### src/rtl/rv32_bus_arbiter.sv
// rv32_bus_arbiter: shares one memory port between the instruction-fetch
// and the load/store side of an RV32 core. The grant is registered: a
// request sampled in IDLE produces mem_req on the following cycle, and
// every completed transfer returns to IDLE for one cycle. When both sides
// request together, the side that was not served most recently wins.
//
// Optional feature: define RV32_BUS_TIMEOUT_EN to abort a grant that has
// waited TIMEOUT_CYCLES cycles without mem_ack/mem_err. The abort is
// reported to the granted side as an error pulse.
module rv32_bus_arbiter #(
  parameter int TIMEOUT_CYCLES = 255
) (
  input  logic        clk,
  input  logic        reset,
  // instruction fetch side
  input  logic        instr_req,
  input  logic [31:0] instr_addr,
  output logic        instr_ack,
  output logic        instr_err,
  output logic [31:0] instr_data_o,
  // load/store side
  input  logic        data_req,
  input  logic        data_wr,
  input  logic [3:0]  data_be,
  input  logic [31:0] data_addr,
  input  logic [31:0] data_data_i,
  output logic        data_ack,
  output logic        data_err,
  output logic [31:0] data_data_o,
  // shared memory port
  output logic        mem_req,
  output logic        mem_wr,
  output logic [3:0]  mem_be,
  output logic [31:0] mem_addr,
  output logic [31:0] mem_data_o,
  input  logic        mem_ack,
  input  logic        mem_err,
  input  logic [31:0] mem_data_i
);

  typedef enum logic [1:0] {
    ST_IDLE    = 2'd0,
    ST_GRANT_I = 2'd1,
    ST_GRANT_D = 2'd2
  } state_t;

  state_t r_state;
  state_t w_next;

  // 1 = load/store side completed most recently, 0 = fetch side
  logic r_last_data;

  logic w_timeout;
  logic w_fwd_err;
  logic w_fwd_ack;
  logic w_done;

  // A response (or timeout) while granted ends the transfer; an error
  // always wins over a simultaneous ack.
  assign w_fwd_err = mem_err | w_timeout;
  assign w_fwd_ack = mem_ack & ~w_fwd_err;
  assign w_done    = (r_state != ST_IDLE) && (mem_ack || w_fwd_err);

`ifdef RV32_BUS_TIMEOUT_EN
  localparam int CNT_W = $clog2(TIMEOUT_CYCLES + 1);

  logic [CNT_W-1:0] r_wait_cnt;

  // Count grant cycles spent waiting; cleared in IDLE and on completion
  always_ff @(posedge clk) begin
    if (!reset) begin
      r_wait_cnt <= '0;
    end else if ((r_state == ST_IDLE) || w_done) begin
      r_wait_cnt <= '0;
    end else begin
      r_wait_cnt <= r_wait_cnt + 1'b1;
    end
  end

  // The counter holds the number of earlier waiting cycles, so the
  // TIMEOUT_CYCLES-th grant cycle is the one where it equals LIMIT-1.
  // A real response in that same cycle takes precedence over the abort.
  assign w_timeout = (r_state != ST_IDLE) && !mem_ack && !mem_err &&
                     (r_wait_cnt == CNT_W'(TIMEOUT_CYCLES - 1));
`else
  // No abort path: a grant waits for the memory indefinitely.
  assign w_timeout = 1'b0;

  logic w_unused_timeout_param;
  assign w_unused_timeout_param = (TIMEOUT_CYCLES == 0);
`endif

  // State register; reset aborts any transfer in flight
  always_ff @(posedge clk) begin
    if (!reset) begin
      r_state <= ST_IDLE;
    end else begin
      r_state <= w_next;
    end
  end

  // Remember which side completed last, for tie-breaking in IDLE
  always_ff @(posedge clk) begin
    if (!reset) begin
      r_last_data <= 1'b1;
    end else if (w_done) begin
      r_last_data <= (r_state == ST_GRANT_D);
    end
  end

  // Next-state: arbitrate in IDLE, leave a grant on completion
  always_comb begin
    w_next = r_state;
    case (r_state)
      ST_IDLE: begin
        if (instr_req && data_req) begin
          w_next = r_last_data ? ST_GRANT_I : ST_GRANT_D;
        end else if (instr_req) begin
          w_next = ST_GRANT_I;
        end else if (data_req) begin
          w_next = ST_GRANT_D;
        end
      end
      ST_GRANT_I,
      ST_GRANT_D: begin
        if (w_done) begin
          w_next = ST_IDLE;
        end
      end
      default: w_next = ST_IDLE;
    endcase
  end

  // Outputs decoded from state; handshakes are forced low while reset is held
  always_comb begin
    mem_req      = 1'b0;
    mem_wr       = 1'b0;
    mem_be       = 4'h0;
    mem_addr     = 32'h0;
    mem_data_o   = 32'h0;
    instr_ack    = 1'b0;
    instr_err    = 1'b0;
    instr_data_o = 32'h0;
    data_ack     = 1'b0;
    data_err     = 1'b0;
    data_data_o  = 32'h0;
    case (r_state)
      ST_GRANT_I: begin
        mem_req      = reset;
        mem_addr     = instr_addr;
        mem_be       = 4'hF;
        instr_ack    = reset & w_fwd_ack;
        instr_err    = reset & w_fwd_err;
        instr_data_o = mem_data_i;
      end
      ST_GRANT_D: begin
        mem_req     = reset;
        mem_wr      = data_wr;
        mem_be      = data_be;
        mem_addr    = data_addr;
        mem_data_o  = data_data_i;
        data_ack    = reset & w_fwd_ack;
        data_err    = reset & w_fwd_err;
        data_data_o = mem_data_i;
      end
      default: ;
    endcase
  end

endmodule

### config.mk
export PLATFORM = sky130hd
export DESIGN_NAME = rv32_bus_arbiter
export DESIGN_NICKNAME = d
export VERILOG_FILES = /design/src/rtl/rv32_bus_arbiter.sv
export SDC_FILE = /design/constraint.sdc
export NUM_CORES = 1
export LEC_CHECK = 0
export BUFFER_PORTS_ARGS = -buffer_cell sky130_fd_sc_hd__buf_2
export CELL_PAD_IN_SITES_DETAIL_PLACEMENT = 0
export CELL_PAD_IN_SITES_GLOBAL_PLACEMENT = 1
export CORE_UTILIZATION = 13
export DETAILED_ROUTE_END_ITERATION = 7
export PLACE_DENSITY_LB_ADDON = 0.1
export SYNTH_ARGS = -nofsm -noshare
export SYNTH_HDL_FRONTEND = slang
export SYNTH_SLANG_ARGS = --single-unit
### constraint.sdc
create_clock -name clk -period 1.45 [get_ports clk]
set_clock_uncertainty 0.1 [all_clocks]
set_input_delay 0.29 -clock clk [delete_from_list [all_inputs] [get_ports clk]]
set_output_delay 0.29 -clock clk [all_outputs]
set_load 0.01 [all_outputs]
==> summary.md, run 1 <==
| Metric | Value |
|---|---|
| Cts bufs inserted | 3 |
| Initial antenna violation count | 0 |
| Layout cells sized above 1 | 84.0% |
| Final Wtd Congestion | ~0.8 |
| Final Power | 7920 µW |
| Core region area | 0.0109 mm² |
| # DRC | 0 |
| Yosys cell types | 20 |
| Sink Count | 3 |
| Final hold viol count | 0 |
| WL final | around 9.4 mm |
| Tmin final | about 1.8 ns |
| Most frequent cell after synthesis | and2_1 |
| Outcome | complete, but fails checks |
| Fmax achieved | roughly 550 MHz |
| Final setup margin | -0.381 ns |
| Pleak | between 0.002 and 0.0025 µW |
| N_diodes | 0 |
| PD cells | around 1800 mW/mm² |
| Yosys Warn Count | 0 |
| First-pass GRT wire length | about 12 mm |
| Clock buffer depth | 2 |
| Endpoints failing setup | 140 |
| Syn Std Cell Area | 0.00146 mm² |
| Synth-to-layout area growth | 194% |
| Via/cell ratio | just over 4 |
| DPL Wire Length | 6.72 mm |
| Unrepaired setup endpoints after global routing | yes |
| Largest net degree at the start of global routing | 39 |
| Synthesized area per cell | 6.60 µm² |
| CTS Root Cell | clkbuf_8 |
| Fillers | between 1,000 and 1,500 |
| Rows | 38 |
| Clock power frac | ~3.0% |
| DR vias | 2,655 |
| Startpoint type of the worst setup path | flop |
| Final Net Count | between 600 and 700 |
| Number of max-cap violations | 0 |
| Worst-skew pair later-pin latency | around 0.21 ns |
| Pre-antenna DRT Iters | 3 |
| EDFF count, synth | 0 |
| # IOs | about 280 |
| CP arrival | between 1 and 1.5 ns |
| DIE AREA | 0.0116 mm² |
| Gate power share | a little over nine tenths |
| Worst setup EP type | output port |
| Worst slew pin tran | roughly 0.22 ns |
| Synth area leader | and2_1 |
| Final count of pins violating max slew | 0 |
| Total track usage | about an eighth |
| Die Ht | around 110 µm |
| DR WL/cell | 14.5 µm |
| Vias in the first global route | around 2,300 |
| Commonest cells post-synth | and2_1 (98), nor2b_1 (36), a22oi_1 (32) |
| CTS tree | yes |
| Max_slew headroom | 85.5% |
| Chip Width | approximately 110 µm |
| Sequential cell fraction of total power | between 2 and 3% |
| Initial Util | between 10% and 20% |
| Grt ovf | 0 |
| H-tree depth | 1 |
| Share of synthesized registers carrying an async set or reset | 0% |
| Design Area, Final | 0.00429 mm² |
| VDD IR-drop max | just under 0.6 mV |
| Synth top area cells | and2_1 (42%), a22oi_1 (16%), nor2b_1 (15%), ha_1 (4.3%), dfxtp_1 (4.1%) |
| Antenna violation net count after detailed routing | 0 |
| Hold_ws | 0.238 ns |
| Pint | around 4700 µW |
| Sequential share of the synthesized area | 4.12% |
| Synth top area share | between 40% and 50% |
| Period utilisation layout | 126% |
| PortBufs | about 280 |
| Worst endpoint required time | roughly 1.1 ns |
| Commonest register cell after synthesis | dfxtp_1 |
| Initial drt markers | 47 |
| Clock transition at the registers of the reported paths | 0.03 ns |
| CP max FO | 7 |
| Critical path type | reg2out |
| Psw | 3250 µW |
| Switching part of the total | about two fifths |
| Failing checks | setup timing |
| Worst hold path type | in2reg |
| Syn Nets | about 370 |
| Placed cell area | between 0.003 and 0.004 mm² |
| Placement Setup Slack | -0.179 ns |
| Hold buffer count at CTS | 0 |
| Yosys reg bits | 3 |
| Syn Inst Count | approximately 220 |
-- power by group through the flow --
stage          registers (µW)  clock network, µW  logic, µW
6_report                  219                241       7460
5_1_grt                   229                256       7960
4_1_cts                   217                247       5950
3_5_place_dp              207                  0       5030
3_3_place_gp              204                  0       5060
2_1_floorplan             196                  0       3320
-- flip-flops by register name, summed over array words and instances, names as in the netlist --
signal,count
r_last_data,1
r_state,2
-- final timing paths --
check | start | cells past startpoint | slack, ns | end
max | r_state[0]$_SDFFE_PN0P_ | 6 | -0.38 | mem_data_o[0]
min | reset | 2 | 0.24 | r_last_data$_SDFFE_PN1P_
max reg2reg | r_state[1]$_SDFFE_PN0P_ | 6 | -0.11 | r_state[1]$_SDFFE_PN0P_
min reg2reg | r_last_data$_SDFFE_PN1P_ | 2 | 0.38 | r_last_data$_SDFFE_PN1P_
-- worst max-delay path, stage by stage (launching register included) --
cell and delay [ns]:
dfxtp_4 0.36, inv_6 0.09, ha_4 0.26, buf_12 0.14
clkbuf_16 0.14, and2_4 0.13, buf_6 0.10
-- what timing repair did --
item | 4_1_cts | 5_1_grt
cloned | 4 | 8
setup endpoints to repair | 138 | 140
setup buffers | 2 | 7
gates resized for setup | 46 | 112
pin swaps | 8 | 33
-- final cells by class --
class	count	area, µm²	area share (%)
multi-input combinational	192	1710	40.0
inverter	2	17.5	0.409
timing repair buffer	305	2270	52.9
tap	140	175	4.09
clock buffer	4	45.0	1.05
sequential	3	67.6	1.58
-- per-layer routing --
layer / vias up / GRT usage, % / part of all wire (%)
met5: - / 0 / 0
met4: 0 / 1.17 / 0.55
met3: 4 / 2.72 / 7.8
met2: 139 / 27.9 / 56
met1: 1206 / 13.2 / 36
li1: 1306 / - / -
-- cell usage in the layout (no fill, tap or decap) --
cell type    n
and2_4      50
inv_6        2
a21o_2       1
nor2b_1      6
a22oi_1      7
ha_1         1
buf_2      215
nor2_1       1
dfxtp_1      1
a22oi_2     26
nor2b_4      9
and2_1      48
clkbuf_1     1
nand2_1      4
buf_4        5
buf_8        4
buf_12       9
a21oi_1      3
and3_1       1
and4b_1      2
or2b_1       1
and3_4       1
ha_4         4
nand4_1      1
dfxtp_4      2
o21bai_1     1
clkbuf_8     3
nor2b_2     21
mux2i_1      3
buf_6       65
buf_16       2
a21oi_2      1
clkbuf_16    5
-- kinds of logic (layout without fill, tap and decap cells) --
logic type                 count (synthesis)  count (layout)  share of synthesized area (%)
DFF                                        3               3                           4.12
muxes                                      3               3                           2.06
AOI/OAI and AO/OA                         39              39                           19.8
adders and majority gates                  5               5                           4.29
buffers and inverters                     26             311                           7.72
and+or+nand+nor                          145             145                           62.0
-- stage by stage --
step / std cells / util, % / TNS [ns]
6_report: 646 / 39.4 / -43.97
5_1_grt: 646 / 39.4 / -51.84
4_1_cts: 633 / 33.7 / -43.91
3_5_place_dp: 623 / 30.0 / -14.39
3_3_place_gp: 623 / 30.0 / -13.76
2_1_floorplan: 221 / - / -1.30
No activity file was read; power rests on OpenSTA's default activity.
==> run 2: changes to the inputs <==
--- a/config.mk
+++ b/config.mk
@@ -11,6 +11,7 @@
 export CORE_UTILIZATION = 13
 export DETAILED_ROUTE_END_ITERATION = 7
 export PLACE_DENSITY_LB_ADDON = 0.1
+export SKIP_CTS_REPAIR_TIMING = 1
 export SYNTH_ARGS = -nofsm -noshare
 export SYNTH_HDL_FRONTEND = slang
 export SYNTH_SLANG_ARGS = --single-unit
==> summary.md, run 2 (same netlist as run 1, synthesis figures left out) <==
| Metric | Value |
|---|---|
| Commonest non-fill, non-tap cell in the layout | buf_2 |
| Worst Hold Depth | 2 (unchanged) |
| Worst r2r path cells | 6 (unchanged) |
| H-tree depth | 1 (unchanged) |
| Sink Count | 3 (unchanged) |
| Worst setup EP type | output port |
| Worst hold path type | in2reg |
| CTS tree | yes |
| Clock transition at the registers of the reported paths | 0.03 ns (about the same) |
| Critical path type | reg2out |
| Pleak | 0.00208 µW (-6.2%) |
| Outcome | complete, but fails checks |
| Final setup margin | -0.366 ns (+0.0154 ns) |
| Initial drt markers | 46 (-2.1%) |
| R2R Path Start | r_state[1]$_SDFFE_PN0P_ |
| Number of max-cap violations | 0 (unchanged) |
| Endpoints failing setup | 140 (unchanged) |
| Initial antenna violation count | 0 (unchanged) |
| Initial Util | 13.4% (unchanged) |
| Crit path largest cell delay | 0.39 ns (+0.03 ns) |
| Design Area, Final | 0.00385 mm² (-10%) |
| First-pass GRT wire length | 11.1 mm (-7.0%) |
| TNS Setup | -41.48 ns (+2.49 ns) |
| Startpoint type of the worst setup path | flop |
| Biggest register | r_state |
| Pre-antenna DRT Iters | 4 (+1) |
| Unrepaired setup endpoints after global routing | yes |
| Cts bufs inserted | 3 (unchanged) |
| DR WL/cell | 13.8 µm (-4.8%) |
| PD cells | 1780 mW/mm² (-3.4%) |
| CP cell instances | inv_6 > ha_4 > buf_12 > a22oi_2 > nor2b_4 > buf_6 |
| Synth-to-layout area growth | 164% |
| Worst Hold Endpoint | r_last_data$_SDFFE_PN1P_ |
| Final Wtd Congestion | 0.801 (unchanged) |
| Most frequent cells in the layout | buf_2 (244), and2_1 (74), buf_6 (33), a22oi_2 (27), and2_4 (24) |
| PortBufs | 276 (unchanged) |
| Top Family by Delay on Critical Path | flip-flops |
| Antenna violation net count after detailed routing | 0 (unchanged) |
| Total track usage | 12.2% (-0.98 points) |
| CP max FO | 20 (+13) |
| Die Ht | 108 µm (unchanged) |
| Fmax achieved | 551 MHz (+0.85%) |
| Final count of pins violating max slew | 0 (unchanged) |
| Grt ovf | 0 (unchanged) |
| CP arrival | 1.43 ns (about the same) |
| CTS Root Cell | clkbuf_8 |
| Fin util | 35.3% (-4.0 points) |
| HP Start | reset |
| Chip Width | 108 µm (unchanged) |
| R2R Setup Slk | -0.14 ns (-0.03 ns) |
| Worst endpoint required time | 1.06 ns (about the same) |
| # DRC | 0 (unchanged) |
| N_diodes | 0 (unchanged) |
| WL final | 8.83 mm (-6.0%) |
| Worst R2R End | r_state[1]$_SDFFE_PN0P_ |
| DIE AREA | 0.0116 mm² (unchanged) |
| DPL Wire Length | 6.72 mm (unchanged) |
| Final Net Count | 643 (-1.2%) |
| Final hold viol count | 0 (unchanged) |
| Period utilisation layout | 125% (-1.1 points) |
| Layout cells sized above 1 | 78.3% (-5.7 points) |
| Worst-skew pair later-pin latency | 0.21 ns (about the same) |
| Failing checks | setup timing |
| Core region area | 0.0109 mm² (unchanged) |
| DR vias | 2,608 (-1.8%) |
| Worst path bufs/invs | 3 (-1) |
| Placement Setup Slack | -0.179 ns (unchanged) |
| Clock buffer depth | 2 (unchanged) |
| Tmin final | 1.82 ns (-0.0154 ns) |
| Max reg flops | 2 (unchanged) |
| Largest net degree at the start of global routing | 43 (+10%) |
| Largest regs | r_state (2), r_last_data (1) |
| Max_slew headroom | 85.2% (-0.38 points) |
| Critical-path cell with the highest stage delay | dfxtp_4 |
| # IOs | 277 (unchanged) |
| Vias in the first global route | 2,210 (-5.2%) |
| Placed cell area | 0.00326 mm² (unchanged) |
| Rows | 38 (unchanged) |
| Via/cell ratio | 4.09 (-0.54%) |
| VDD IR-drop max | 0.535 mV (-9.5%) |
| Hold_ws | 0.237 ns (-0.000681 ns) |
| Worst slew pin tran | 0.223 ns (+0.00572 ns) |
run 2: where the power goes:
part           switching [µW]  leakage [µW]  internal [µW]
Sequential               75.3     0.0000261            144
Combinational            2890       0.00203           3520
Clock                    53.6     0.0000228            187
run 2: layer usage:
layer	share of wire (%)	up-vias	GRT usage (%)
li1	-	1283	-
met2	56	141	26.2
met3	8.2	4	2.72
met1	35	1180	11.7
met4	0.55	0	1.17
met5	0	-	0
run 2: cell type report:
class                      count  area (µm²)
multi-input combinational    192        1650
fill                        1176        7040
clock buffer                   4        45.0
timing repair buffer         297        1900
tap                          140         175
inverter                       2        17.5
sequential                     3        67.6
run 2: worst max path at each step:
stage | startpoint | to | slack (ns) | depth (start not counted)
final | r_state[1]$_SDFFE_PN0P_ | mem_addr[13] | -0.37 | 6
after global routing | r_state[0]$_SDFFE_PN0P_ | mem_addr[0] | -0.42 | 6
after CTS | r_state[0]$_SDFFE_PN0P_ | mem_be[2] | -0.42 | 6
after detailed placement | r_state[0]$_SDFFE_PN0P_ | mem_be[1] | -0.18 | 6
after global placement | r_state[0]$_SDFFE_PN0P_ | mem_be[3] | -0.17 | 6
after floorplan | r_state[1]$_SDFFE_PN0P_ | mem_addr[0] | -0.04 | 5
run 2: stage by stage:
stage          power [µW]  std cells
5_1_grt              7370        638
4_1_cts              5500        627
3_5_place_dp         5240        623
3_3_place_gp         5260        623
6_report             6870        638
2_1_floorplan        3520        221
==> run 3: changes to the inputs <==
--- a/config.mk
+++ b/config.mk
@@ -6,9 +6,9 @@
 export NUM_CORES = 1
 export LEC_CHECK = 0
 export BUFFER_PORTS_ARGS = -buffer_cell sky130_fd_sc_hd__buf_2
-export CELL_PAD_IN_SITES_DETAIL_PLACEMENT = 0
-export CELL_PAD_IN_SITES_GLOBAL_PLACEMENT = 1
-export CORE_UTILIZATION = 13
+export CELL_PAD_IN_SITES_DETAIL_PLACEMENT = 1
+export CELL_PAD_IN_SITES_GLOBAL_PLACEMENT = 2
+export CORE_UTILIZATION = 10
 export DETAILED_ROUTE_END_ITERATION = 7
 export PLACE_DENSITY_LB_ADDON = 0.1
 export SKIP_CTS_REPAIR_TIMING = 1
==> summary.md, run 3 (same netlist as run 1, synthesis figures left out) <==
| Metric | Value |
|---|---|
| Sequential cell fraction of total power | 3.0% (-0.2 points) |
| # IOs | 277 (unchanged) |
| Antenna violation net count after detailed routing | 0 (unchanged) |
| Endpoints failing setup | 138 (-1.4%) |
| Non-filler instance count after layout | 682 (+6.9%) |
| Tmin final | 1.82 ns (-0.000274 ns) |
| Pre-antenna DRT Iters | 4 (unchanged) |
| Crit path largest cell delay | 0.36 ns (-0.03 ns) |
| DR WL/cell | 14.8 µm (+7.3%) |
| PortBufs | 276 (unchanged) |
| Worst setup EP type | output port |
| Commonest non-fill, non-tap cell in the layout | buf_2 |
| Biggest register | r_state |
| DIE AREA | 0.0151 mm² (+29%) |
| VDD IR-drop max | 0.616 mV (+15%) |
| Critical path type | reg2out |
| Clock power frac | 6.3% (+2.8 points) |
| CP arrival | 1.43 ns (about the same) |
| Number of max-cap violations | 0 (unchanged) |
| Die Ht | 123 µm (+14%) |
| Top Family by Delay on Critical Path | buffers and inverters |
| Worst hold path type | in2reg |
| Largest regs | r_state (2), r_last_data (1) |
| Worst endpoint required time | 1.06 ns (about the same) |
| Total track usage | 11.4% (-0.73 points) |
| Psw | 3000 µW (-0.49%) |
| Clock transition at the registers of the reported paths | 0.03 ns (about the same) |
| Initial antenna violation count | 0 (unchanged) |
| Clock buffer depth | 2 (unchanged) |
| CTS Root Cell | clkbuf_16 |
| Fin util | 27.8% (-7.5 points) |
| Core region area | 0.0140 mm² (+29%) |
| Fmax achieved | 551 MHz (about the same) |
| Final setup margin | -0.365 ns (+0.000274 ns) |
| Outcome | complete, but fails checks |
| Placed cell area | 0.00342 mm² (+4.7%) |
| Final Wtd Congestion | 0.792 (-1.1%) |
| CTS tree | yes |
| Fillers | 1,719 (+46%) |
| Cells after DPL | 668 (+7.2%) |
| TNS Setup | -44.38 ns (-2.90 ns) |
| Final hold viol count | 0 (unchanged) |
| Switching part of the total | 43.1% (-0.83 points) |
| Vias in the first global route | 2,462 (+11%) |
| Final Net Count | 647 (+0.62%) |
| Synth-to-layout area growth | 168% |
| Worst path bufs/invs | 3 (unchanged) |
| Largest net degree at the start of global routing | 36 (-16%) |
| Startpoint type of the worst setup path | flop |
| WL final | 10.1 mm (+15%) |
| Max_slew headroom | 82.0% (-3.2 points) |
| First-pass GRT wire length | 13.3 mm (+20%) |
| N_diodes | 0 (unchanged) |
| Layout cells sized above 1 | 74.5% (-3.8 points) |
| Initial drt markers | 43 (-6.5%) |
| PD cells | 1780 mW/mm² (-0.16%) |
| DR vias | 2,612 (+0.15%) |
| Placement Setup Slack | -0.146 ns (+0.0338 ns) |
| Design Area, Final | 0.00391 mm² (+1.6%) |
| Failing checks | setup timing |
| Sink Count | 3 (unchanged) |
| Pint | 3960 µW (+2.9%) |
| CP max FO | 18 (-10%) |
| Period utilisation layout | 125% (about the same) |
| Gate power share | 90.7% (-2.6 points) |
| Most frequent cells in the layout | buf_2 (245), and2_1 (87), buf_6 (33), nor2b_2 (20), a22oi_1 (18) |
| Pleak | 0.00209 µW (+0.57%) |
| Critical-path cell with the highest stage delay | dfxtp_4 |
| H-tree depth | 1 (unchanged) |
| Worst slew pin tran | 0.270 ns (+0.0474 ns) |
| Via/cell ratio | 3.83 (-6.3%) |
| Worst-skew pair later-pin latency | 0.22 ns (about the same) |
| Initial Util | 10.4% (-3.0 points) |
| # DRC | 0 (unchanged) |
| Grt ovf | 0 (unchanged) |
| Area of the multi-input gates | 0.00158 mm² (-3.8%) |
| Cts bufs inserted | 3 (unchanged) |
| Chip Width | 123 µm (+14%) |
| Unrepaired setup endpoints after global routing | yes |
| CP cell instances | buf_4 > ha_4 > buf_12 > a21oi_2 > nor2b_2 > buf_2 |
| Final count of pins violating max slew | 0 (unchanged) |
| Max reg flops | 2 (unchanged) |
| Register area | 67.6 µm² (unchanged) |
| DPL Wire Length | 8.34 mm (+24%) |
| Rows | 43 (+13%) |
==> run 3: worst paths after layout <==
path / from / endpoint / cells past startpoint / slack, ns
hold / removal: reset / r_last_data$_SDFFE_PN1P_ / 2 / 0.23
setup reg to reg: r_state[1]$_SDFFE_PN0P_ / r_state[0]$_SDFFE_PN0P_ / 5 / 0.01
hold reg to reg: r_last_data$_SDFFE_PN1P_ / r_last_data$_SDFFE_PN1P_ / 2 / 0.36
setup / recovery: r_state[1]$_SDFFE_PN0P_ / mem_be[3] / 6 / -0.37
==> run 3: final cells by class <==
cell class / count / share of cell area, %
clock buffers: 4 / 2.02
inverters: 2 / 0.384
repair buffers: 301 / 49.6
well taps: 180 / 5.76
multi-input cells: 192 / 40.5
flip-flops and latches: 3 / 1.73
==> run 3: power by group through the flow <==
| stage | registers (µW) | clock network (µW) | logic (µW) |
|---|---|---|---|
| floorplan | 196 | 0 | 3320 |
| global placement | 205 | 0 | 5570 |
| detailed placement | 210 | 0 | 5550 |
| CTS | 209 | 441 | 5570 |
| global route | 217 | 447 | 6810 |
| finish | 210 | 435 | 6320 |
==> run 3: routing by layer <==
| layer | share of wire, % | global-route usage, % |
|---|---|---|
| met1 | 33 | 10.6 |
| met3 | 5.7 | 1.63 |
| met4 | 0.84 | 1.45 |
| met2 | 60 | 25.6 |
| met5 | 0 | 0 |
==> run 3: worst register-to-register path, stage by stage (launching register included) <==
cell and delay (ns):
dfxtp_4 0.38, inv_4 0.06, ha_4 0.27, buf_6 0.12
a22oi_2 0.23, mux2i_1 0.21
==> run 3: stage by stage <==
step	hold WS (ns)	total power (µW)
final	0.225	6960
after global routing	0.261	7470
after CTS	0.224	6220
after detailed placement	0.364	5760
after global placement	0.362	5770
after floorplan	0.339	3520
